==> src/rtl/ray_pkg.sv <==
// ray_pkg
// Shared types and constants for the eye-to-pixel ray-direction pipeline.
//   - ray_sched_state_t : frame sequencer states
//   - DEF_H_PIXELS / DEF_V_PIXELS : default screen size, shared with the
//     half-width / half-height constants of the eye-to-pixel stage
//   - X_W / Y_W / RES_W : pixel coordinate and result counter widths
package ray_pkg;

    typedef enum logic [1:0] {
        ST_IDLE   = 2'd0,
        ST_SETTLE = 2'd1,
        ST_ISSUE  = 2'd2,
        ST_DRAIN  = 2'd3
    } ray_sched_state_t;

    localparam int DEF_H_PIXELS = 512;
    localparam int DEF_V_PIXELS = 384;

    // Screen-centre offsets used when turning a pixel index into a view ray.
    localparam int HALF_WIDTH  = DEF_H_PIXELS / 2;
    localparam int HALF_HEIGHT = DEF_V_PIXELS / 2;

    localparam int X_W   = 11;
    localparam int Y_W   = 10;
    localparam int RES_W = 19;

endpackage

==> src/rtl/credit_counter.sv <==
// credit_counter
// Up/down counter for credit-based flow control toward a downstream buffer.
// Resets full (MAX_COUNT), never goes below zero, and refuses to count past
// MAX_COUNT: an increment while already full is dropped and flagged.
// Ports:
//   clk_i      : clock
//   rst_ni     : asynchronous active-low reset
//   inc_i      : one credit returned by the consumer
//   dec_i      : one credit spent by the producer
//   count_o    : registered credit count
//   overflow_o : high in a cycle where inc_i is dropped because count is full
module credit_counter #(
    parameter int MAX_COUNT = 128,
    parameter int CNT_W     = $clog2(MAX_COUNT + 1)
) (
    input  logic             clk_i,
    input  logic             rst_ni,
    input  logic             inc_i,
    input  logic             dec_i,
    output logic [CNT_W-1:0] count_o,
    output logic             overflow_o
);

    localparam logic [CNT_W-1:0] FULL = CNT_W'(MAX_COUNT);

    logic [CNT_W-1:0] count_q;
    logic [CNT_W-1:0] count_d;

    // A simultaneous spend and return cancel out, so only a lone increment
    // can overflow and only a lone decrement can underflow.
    always_comb begin
        count_d    = count_q;
        overflow_o = 1'b0;
        if (inc_i && !dec_i) begin
            if (count_q == FULL) begin
                overflow_o = 1'b1;
            end else begin
                count_d = count_q + 1'b1;
            end
        end else if (dec_i && !inc_i && (count_q != '0)) begin
            count_d = count_q - 1'b1;
        end
    end

    always_ff @(posedge clk_i or negedge rst_ni) begin
        if (!rst_ni) begin
            count_q <= FULL;
        end else begin
            count_q <= count_d;
        end
    end

    assign count_o = count_q;

endmodule

==> src/rtl/ray_issue_scheduler.sv <==
// ray_issue_scheduler
// Frame-level sequencer for the ray-direction pipeline. A frame_start in IDLE
// freezes the head position, waits SETTLE_CYCLES for the head-dependent
// constants to settle, issues every pixel in raster order while downstream
// credits are available, then waits for all results and pulses frame_done.
// Ports:
//   clk_in, rst_in_n             : clock, asynchronous active-low reset
//   frame_start                  : frame request (accepted only in IDLE)
//   head_{x,y,z}_in              : head position, float32
//   head_{x,y,z}_out             : head position frozen for the frame
//   x_out, y_out, valid_out      : issued pixel coordinate
//   dir_valid_in                 : one result strobe per issued pixel
//   credit_return                : downstream freed one ray slot
//   busy, frame_done, err_sticky : frame status and sticky protocol error
module ray_issue_scheduler
    import ray_pkg::*;
#(
    parameter int H_PIXELS      = DEF_H_PIXELS,
    parameter int V_PIXELS      = DEF_V_PIXELS,
    parameter int SETTLE_CYCLES = 8,
    parameter int MAX_CREDITS   = 128
) (
    input  logic           clk_in,
    input  logic           rst_in_n,
    input  logic           frame_start,
    input  logic [31:0]    head_x_in,
    input  logic [31:0]    head_y_in,
    input  logic [31:0]    head_z_in,
    output logic [31:0]    head_x_out,
    output logic [31:0]    head_y_out,
    output logic [31:0]    head_z_out,
    output logic [X_W-1:0] x_out,
    output logic [Y_W-1:0] y_out,
    output logic           valid_out,
    input  logic           dir_valid_in,
    input  logic           credit_return,
    output logic           busy,
    output logic           frame_done,
    output logic           err_sticky
);

    localparam int CRED_W = $clog2(MAX_CREDITS + 1);
    localparam int SET_W  = $clog2(SETTLE_CYCLES + 1);

    localparam logic [X_W-1:0]   X_LAST    = X_W'(H_PIXELS - 1);
    localparam logic [Y_W-1:0]   Y_LAST    = Y_W'(V_PIXELS - 1);
    localparam logic [RES_W-1:0] RES_TOTAL = RES_W'(H_PIXELS * V_PIXELS);
    localparam logic [SET_W-1:0] SET_LOAD  = SET_W'(SETTLE_CYCLES - 1);

    ray_sched_state_t state_q, state_d;
    logic [SET_W-1:0] settle_q, settle_d;
    logic [X_W-1:0]   x_q, x_d;
    logic [Y_W-1:0]   y_q, y_d;
    logic [RES_W-1:0] res_q, res_d;
    logic [31:0]      headX_q, headX_d;
    logic [31:0]      headY_q, headY_d;
    logic [31:0]      headZ_q, headZ_d;
    logic [X_W-1:0]   xOut_q, xOut_d;
    logic [Y_W-1:0]   yOut_q, yOut_d;
    logic             validOut_q, validOut_d;
    logic             busy_q, busy_d;
    logic             done_q, done_d;
    logic             err_q, err_d;

    logic [CRED_W-1:0] creditCount;
    logic              creditOverflow;
    logic              issue;

    // Issuing depends only on the registered credit count, so a same-cycle
    // credit_return never creates a combinational input-to-output path.
    assign issue = (state_q == ST_ISSUE) && (creditCount != '0);

    credit_counter #(
        .MAX_COUNT (MAX_CREDITS),
        .CNT_W     (CRED_W)
    ) u_credits (
        .clk_i      (clk_in),
        .rst_ni     (rst_in_n),
        .inc_i      (credit_return),
        .dec_i      (issue),
        .count_o    (creditCount),
        .overflow_o (creditOverflow)
    );

    // Next-state logic for the frame sequencer, raster counters, result
    // counter and all registered outputs.
    always_comb begin
        state_d    = state_q;
        settle_d   = settle_q;
        x_d        = x_q;
        y_d        = y_q;
        res_d      = res_q;
        headX_d    = headX_q;
        headY_d    = headY_q;
        headZ_d    = headZ_q;
        xOut_d     = xOut_q;
        yOut_d     = yOut_q;
        validOut_d = 1'b0;
        busy_d     = busy_q;
        done_d     = 1'b0;
        err_d      = err_q | creditOverflow;

        // A result with no frame in flight is a protocol error, not a count.
        if (dir_valid_in) begin
            if (state_q == ST_IDLE) begin
                err_d = 1'b1;
            end else begin
                res_d = res_q + 1'b1;
            end
        end

        unique case (state_q)
            ST_IDLE: begin
                if (frame_start) begin
                    headX_d  = head_x_in;
                    headY_d  = head_y_in;
                    headZ_d  = head_z_in;
                    x_d      = '0;
                    y_d      = '0;
                    res_d    = '0;
                    settle_d = SET_LOAD;
                    busy_d   = 1'b1;
                    state_d  = ST_SETTLE;
                end
            end
            ST_SETTLE: begin
                if (settle_q == '0) begin
                    state_d = ST_ISSUE;
                end else begin
                    settle_d = settle_q - 1'b1;
                end
            end
            ST_ISSUE: begin
                if (issue) begin
                    validOut_d = 1'b1;
                    xOut_d     = x_q;
                    yOut_d     = y_q;
                    if (x_q == X_LAST) begin
                        x_d = '0;
                        if (y_q == Y_LAST) begin
                            y_d     = '0;
                            state_d = ST_DRAIN;
                        end else begin
                            y_d = y_q + 1'b1;
                        end
                    end else begin
                        x_d = x_q + 1'b1;
                    end
                end
            end
            ST_DRAIN: begin
                // Uses the post-increment count so the last result's own
                // arrival cycle completes the frame.
                if (res_d == RES_TOTAL) begin
                    done_d  = 1'b1;
                    busy_d  = 1'b0;
                    state_d = ST_IDLE;
                end
            end
            default: state_d = ST_IDLE;
        endcase
    end

    always_ff @(posedge clk_in or negedge rst_in_n) begin
        if (!rst_in_n) begin
            state_q    <= ST_IDLE;
            settle_q   <= '0;
            x_q        <= '0;
            y_q        <= '0;
            res_q      <= '0;
            headX_q    <= '0;
            headY_q    <= '0;
            headZ_q    <= '0;
            xOut_q     <= '0;
            yOut_q     <= '0;
            validOut_q <= 1'b0;
            busy_q     <= 1'b0;
            done_q     <= 1'b0;
            err_q      <= 1'b0;
        end else begin
            state_q    <= state_d;
            settle_q   <= settle_d;
            x_q        <= x_d;
            y_q        <= y_d;
            res_q      <= res_d;
            headX_q    <= headX_d;
            headY_q    <= headY_d;
            headZ_q    <= headZ_d;
            xOut_q     <= xOut_d;
            yOut_q     <= yOut_d;
            validOut_q <= validOut_d;
            busy_q     <= busy_d;
            done_q     <= done_d;
            err_q      <= err_d;
        end
    end

    assign head_x_out = headX_q;
    assign head_y_out = headY_q;
    assign head_z_out = headZ_q;
    assign x_out      = xOut_q;
    assign y_out      = yOut_q;
    assign valid_out  = validOut_q;
    assign busy       = busy_q;
    assign frame_done = done_q;
    assign err_sticky = err_q;

endmodule

==> config.mk <==
export PLATFORM = sky130hd
export DESIGN_NAME = ray_issue_scheduler
export DESIGN_NICKNAME = d
export VERILOG_FILES = /design/src/rtl/ray_pkg.sv /design/src/rtl/credit_counter.sv /design/src/rtl/ray_issue_scheduler.sv
export SDC_FILE = /design/constraint.sdc
export NUM_CORES = 1
export LEC_CHECK = 0
export ABC_AREA = 1
export CAP_MARGIN = 10
export CORE_ASPECT_RATIO = 0.5
export CORE_MARGIN = 2
export CORE_UTILIZATION = 54
export CTS_CLUSTER_SIZE = 30
export DETAILED_ROUTE_END_ITERATION = 7
export DONT_BUFFER_PORTS = 1
export GPL_TIMING_DRIVEN = 0
export PLACE_DENSITY = 0.81
export SYNTH_ARGS = -nofsm -noshare
export SYNTH_HDL_FRONTEND = slang
export SYNTH_SLANG_ARGS = --single-unit
==> constraint.sdc <==
create_clock -name clk_in -period 3.4 [get_ports clk_in]
set_input_delay 0.68 -clock clk_in [delete_from_list [all_inputs] [get_ports clk_in]]
set_output_delay 0.68 -clock clk_in [all_outputs]
set_load 0.03 [all_outputs]
Word-level counts from Yosys, hierarchy flattened
Index checks and enable logic that the tools add are counted.
{"block": "totals", "ff_bits": 175, "inputBits": 101, "out_inout_bits": 121, "elab_cells": 95}
{"block": "op_classes", "addsub": 6, "eq_ne": 15, "muxes": 37, "bitwise": 1, "reduce_logical": 21}
{"operator": "19-bit 2-to-1 mux", "count": 4}
{"operator": "10-bit 2-to-1 mux", "count": 4}
{"operator": "11-bit 2-to-1 mux", "count": 3}
{"operator": "8-bit 2-to-1 mux", "count": 3}
{"operator": "11-bit case mux with 2 select lines", "count": 1}
{"operator": "10-bit case mux with 2 select lines", "count": 1}
{"operator": "19-bit by 1-bit adder with 19-bit output (second input constant)", "count": 1}
{"operator": "19-bit by 18-bit == test with 1-bit output (second input constant)", "count": 1}
{"operator": "2-bit 2-to-1 mux", "count": 6}
{"operator": "11-bit by 1-bit adder with 11-bit output (second input constant)", "count": 1}
{"operator": "11-bit by 9-bit == test with 1-bit output (second input constant)", "count": 1}
{"operator": "10-bit by 1-bit adder with 10-bit output (second input constant)", "count": 1}
{"operator": "10-bit by 9-bit == test with 1-bit output (second input constant)", "count": 1}
{"operator": "1-bit 2-to-1 mux", "count": 10}
{"operator": "2-bit inequality test (second input constant)", "count": 5}
{"operator": "3-bit AND reduction", "count": 3}
{"operator": "8-bit by 1-bit adder with 8-bit output (second input constant)", "count": 1}
{"operator": "8-bit == test (second input constant)", "count": 1}
{"operator": "4-bit 2-to-1 mux", "count": 2}
{"operator": "2-bit case mux with 4 select lines", "count": 1}
{"operator": "4-bit case mux with 2 select lines", "count": 1}
{"operator": "2-bit nonzero test", "count": 4}
{"operator": "8-bit nonzero test", "count": 1}
{"operator": "8-bit by 1-bit subtractor with 8-bit output (second input constant)", "count": 1}
{"operator": "13 further kinds", "count": 22}

Logic depth before layout (Yosys ltp)
{"block": "logic_depth", "word_depth": 8, "depth_mapped": 17, "depth_no_buf": 17}

Modules after synthesis
From an unflattened synthesis, not the netlist that was laid out.
{"block": "unflattened", "hier_cells": 1005, "hier_area_um2": 8030.2}
{"module": "ray_issue_scheduler", "instances": 1, "cells_each": 890, "area_per_inst_um2": 7272.0, "seq_area_each_um2": 4179.0}
{"module": "credit_counter", "instances": 1, "cells_each": 115, "area_per_inst_um2": 758.2, "seq_area_each_um2": 201.4}

Worst setup path before layout
OpenSTA, ideal clock, no wires.
{"block": "synth_path", "kind": "reg-to-reg", "startpoint": "register state_q[0]", "endpoint": "register u_credits.count_q[7], in the netlist u_credits.count_o[7]", "setup_ns": 0.077, "arrival_ns": 2.476, "t_required_ns": 3.323, "slack_ns": 0.847, "path_stages_with_launch": 16, "n_path_buf": 1, "period_less_slack_ns": 2.553, "cell_sequence": "dfrtp_1 inv_1 ha_1 buf_2 inv_2 a21oi_2 nor2_1 inv_1 ha_1 a21oi_1 nand2_1 a31oi_1 inv_1 a31oi_1 xor2_1 inv_1"}
{"block": "synth_between", "elab_chain_len": 6, "word_cells_on_any_way": 10, "classes_between": "eq/ne (2); mux (1); reduce/logical (7)"}
{"item": "start: declaration", "line": "ray_issue_scheduler.sv:50", "text": "ray_sched_state_t state_q, state_d;"}
{"item": "start signal: assignment", "line": "ray_issue_scheduler.sv:181", "text": "state_q <= state_d;"}
{"item": "2-bit == test (*)", "line": "ray_issue_scheduler.sv:71", "text": "assign issue = (state_q == ST_ISSUE) && (creditCount != '0);"}
{"item": "1-bit logical AND (*)", "line": "ray_issue_scheduler.sv:71"}
{"item": "1-bit logical NOT or 1-bit logical AND (tied branches)", "line": "credit_counter.sv:34, credit_counter.sv:40"}
{"item": "1-bit logical AND (on tied branches)", "line": "credit_counter.sv:34, credit_counter.sv:40"}
{"item": "2-bit inequality test (no source line) or 2-bit nonzero test (tied branches)"}
{"item": "2-bit AND reduction (no source line)"}
{"item": "end signal: assignment", "line": "credit_counter.sv:49", "text": "count_q <= count_d;"}
{"item": "end: declaration", "line": "credit_counter.sv:26", "text": "logic [CNT_W-1:0] count_q;"}
Mark *: on every way between the ends. The rest lies on a longest branch, timed or not.
A chain may end at the register's enable or synchronous reset.

Worst setup path in the final report
Ends and elaborated chain as after synthesis.

==> qor.txt <==
status - finished with violations
failing checks - hold timing
Critical Path, Cell by Cell - inv_1 > ha_1 > buf_2 > inv_2 > a21oi_4 > nor2_1 > inv_1 > ha_1 > a21oi_1 > nand2_1 > a31oi_1 > inv_1 > a31oi_1 > xor2_1 > inv_1
CP Max Fanout - 10
setup_tns - 0 ps
Worst EP required - 3750 ps
Compound-Gate Fraction of Synth Area - 5.627%
pin slew with the least headroom to its limit - 591.1 ps
Post-Synth Adder-Cell Area - 2.452%
Tot Pwr - 9.279 mW
first-pass GRT wire length - 31.65 mm
clock buffer depth - 2
Final Slew Violations - 0
Synth top area share - 54.70%
Reg2Reg Setup Slack - 350 ps
Post-CTS Setup Bufs - 0
most used cell, CP - inv_1
Post-Synth XOR/XNOR Area - 1.870%
Final setup viols - 0
die area - 0.01579 mm2
clk_lat worst skew - 440 ps
RSZ-0062 raised after global routing - no
average routed wire per standard cell - 15.89 um
synthesized area - 0.007960 mm2
placer congestion estimate - 0.8698
count leader, synth - nand2_1
core area - 0.01443 mm2
largest cells by area after synthesis - dfrtp_1, nand2_1, nor2_1
synth-to-layout area growth - 10.92%
Final Skew - 17.39 ps
DR vias/cell - 5.367
fin crit share - 89.84%
vias in the first global route - 6568
layout cell share with drive strength beyond 1 - 7.437%
Distinct cells, synth - 42
Setup CP Type - reg -> reg
RR Endpoint - u_credits.count_o[7]$_DFFE_PN1P_
Avg Inst Size Synth - 8.266 um2
hold crit path type - in -> async
top routing layer in use - met4
row cnt - 31
CP Launch Type - flip-flop
final setup margin - 345.3 ps
power density cells - 1051 mW/mm2
Yosys warnings - 0
ys async rst share - 100.0%
Simple-Gate Fraction of Synth Area - 29.17%
largest net degree at the start of global routing - 176
Worst setup EP type - flip-flop
chip height - 89.85 um
most used flip-flop cell after synthesis - dfrtp_1
# port buffers - 0
Max-Cap Viols - 0
CTS Root Cell - clkbuf_16
WL met1 - 7.869 mm
Critical Path AT - 3410 ps
Yosys top cell by area - dfrtp_1
Final min period - 3055 ps
grt ovf - 0
number of synthesized flops with an enable pin - 0
TritonRoute pass-1 iters - 7
DRT antenna net count - 0
worst hold margin - -70.77 ps
Post-Syn Nets - 1079
slowest stage cell, crit path - dfrtp_1
starting density of the core - 55.17%
H-tree depth - 4
Final Util - 61.19%
clk sink count - 175
Yosys reg bits - 175
# IOs - 222
DRC - 0
Worst VDD drop - 0.5199 mV
layout net count - 1098
# diodes - 0
combinational family with the most area after synthesis - simple AND/OR/NAND/NOR gates
setup slack at placement - 297.6 ps
via count - 6403
Fin. Hold Viols - 174
Syn Inst Count - 963
gr usage total - 25.09%
most frequent cells after synthesis - nand2_1, dfrtp_1, nor2_1
1st-iter DRT viols - 478
sequential fraction of the synthesis area - 55.03%
met3 wire len - 1.048 mm
worst reg2reg path depth - 15
Die Width - 175.7 um
initial antenna violation count - 0
reg-to-reg startpoint - state_q[0]$_DFFE_PN0P_
final wirelength - 18.96 mm
routed wl met2 - 9.540 mm
post-DP HPWL - 13.06 mm
Peak Freq - 0.3274 GHz
Static Leak - 4.443 nW
CTS tree - yes
Reg clk slew, reported paths - 80 ps
CP peak stage delay - 420 ps
Slew Limit Headroom - 60.59%
total CTS buffers - 17
post-synthesis mux area share - 0.2829%
-- where the power goes --
group	internal, mW	leakage, nW	switching (mW)
Combinational	0.831	1.94	1.55
Clock	1.06	0.302	0.939
Sequential	2.87	2.20	2.03
Total	4.76	4.44	4.51
-- cells by family after synthesis --
logic type / Yosys count
xor+xnor: 17
mux: 2
compound gates: 83
fa+ha+maj: 15
flops: 175
simple gates: 556
buf+inv: 115
-- worst max-delay path: cells and delay by family (launching register included) --
kind            cells  cell delay, ps
compound gates      4             810
fa+ha+maj           2             480
xor+xnor            1             160
simple gates        2             250
buf+inv             6             870
flops               1             420
-- through the flow --
stage / cell area (um2) / instances
2_1_floorplan: 7960 / 963
3_3_place_gp: 8208 / 1161
3_5_place_dp: 8208 / 1161
4_1_cts: 8822 / 1193
5_1_grt: 8830 / 1193
6_report: 8830 / 1193
-- layout make-up --
class / instances / area, um2
fillers: 1203 / 5599
flip-flops and latches: 175 / 4380
multi-input cells: 673 / 3144
inverters: 84 / 315.3
well taps: 198 / 247.7
clock inverters: 15 / 188.9
plain buffers: 31 / 127.6
clock buffers: 17 / 425.4
-- flip-flops by register name (all words and copies together), names as in the netlist --
register / cells
head_x_out: 32
head_y_out: 32
head_z_out: 32
res_q: 19
x_out: 11
x_q: 11
y_out: 10
y_q: 10
u_credits.count_o: 8
settle_q: 4
state_q: 2
busy: 1
err_sticky: 1
frame_done: 1
valid_out: 1
-- timing repair --
item | in CTS | in global routing
gates resized for setup | 0 | 1
endpoints found under the setup margin | 0 | 1
endpoints found under the hold margin | 174 | 174
-- worst max-delay path by stage --
stage,from,end,slack [ps],depth (start not counted)
finish,state_q[0]$_DFFE_PN0P_,u_credits.count_o[7]$_DFFE_PN1P_,350,15
global route,state_q[0]$_DFFE_PN0P_,u_credits.count_o[7]$_DFFE_PN1P_,90,15
CTS,state_q[0]$_DFFE_PN0P_,u_credits.count_o[7]$_DFFE_PN1P_,250,15
detailed placement,state_q[0]$_DFFE_PN0P_,u_credits.count_o[7]$_DFFE_PN1P_,300,15
global placement,state_q[0]$_DFFE_PN0P_,u_credits.count_o[7]$_DFFE_PN1P_,400,15
floorplan,state_q[0]$_DFFE_PN0P_,u_credits.count_o[7]$_DFFE_PN1P_,850,15
-- metal layers --
metal,track usage (%),up-vias
met1,30.59,3069
met2,42.91,227
met3,6.261,48
met5,0,-
li1,-,3059
met4,10.33,0
-- cells in the final DEF, fill, tap and decap left out, types with 3 or more instances in the layout --
cell type,Yosys,layout
a21oi_1,46,46
a31oi_1,3,3
buf_1,5,5
buf_2,3,3
clkbuf_1,21,21
clkbuf_16,0,17
clkinv_8,0,4
dfrtp_1,174,174
ha_1,14,14
inv_1,71,71
inv_2,12,12
inv_6,0,4
inv_8,0,4
nand2_1,398,398
nand2_2,3,3
nand3_1,26,26
nand4_1,15,15
nor2_1,75,75
nor2_2,6,6
nor2_4,3,3
nor3_1,15,15
nor4_1,5,5
o21ai_0,19,19
o21ai_1,4,4
o21bai_1,3,3
xnor2_1,5,5
xor2_1,12,12
No activity file was read; power rests on OpenSTA's default activity.
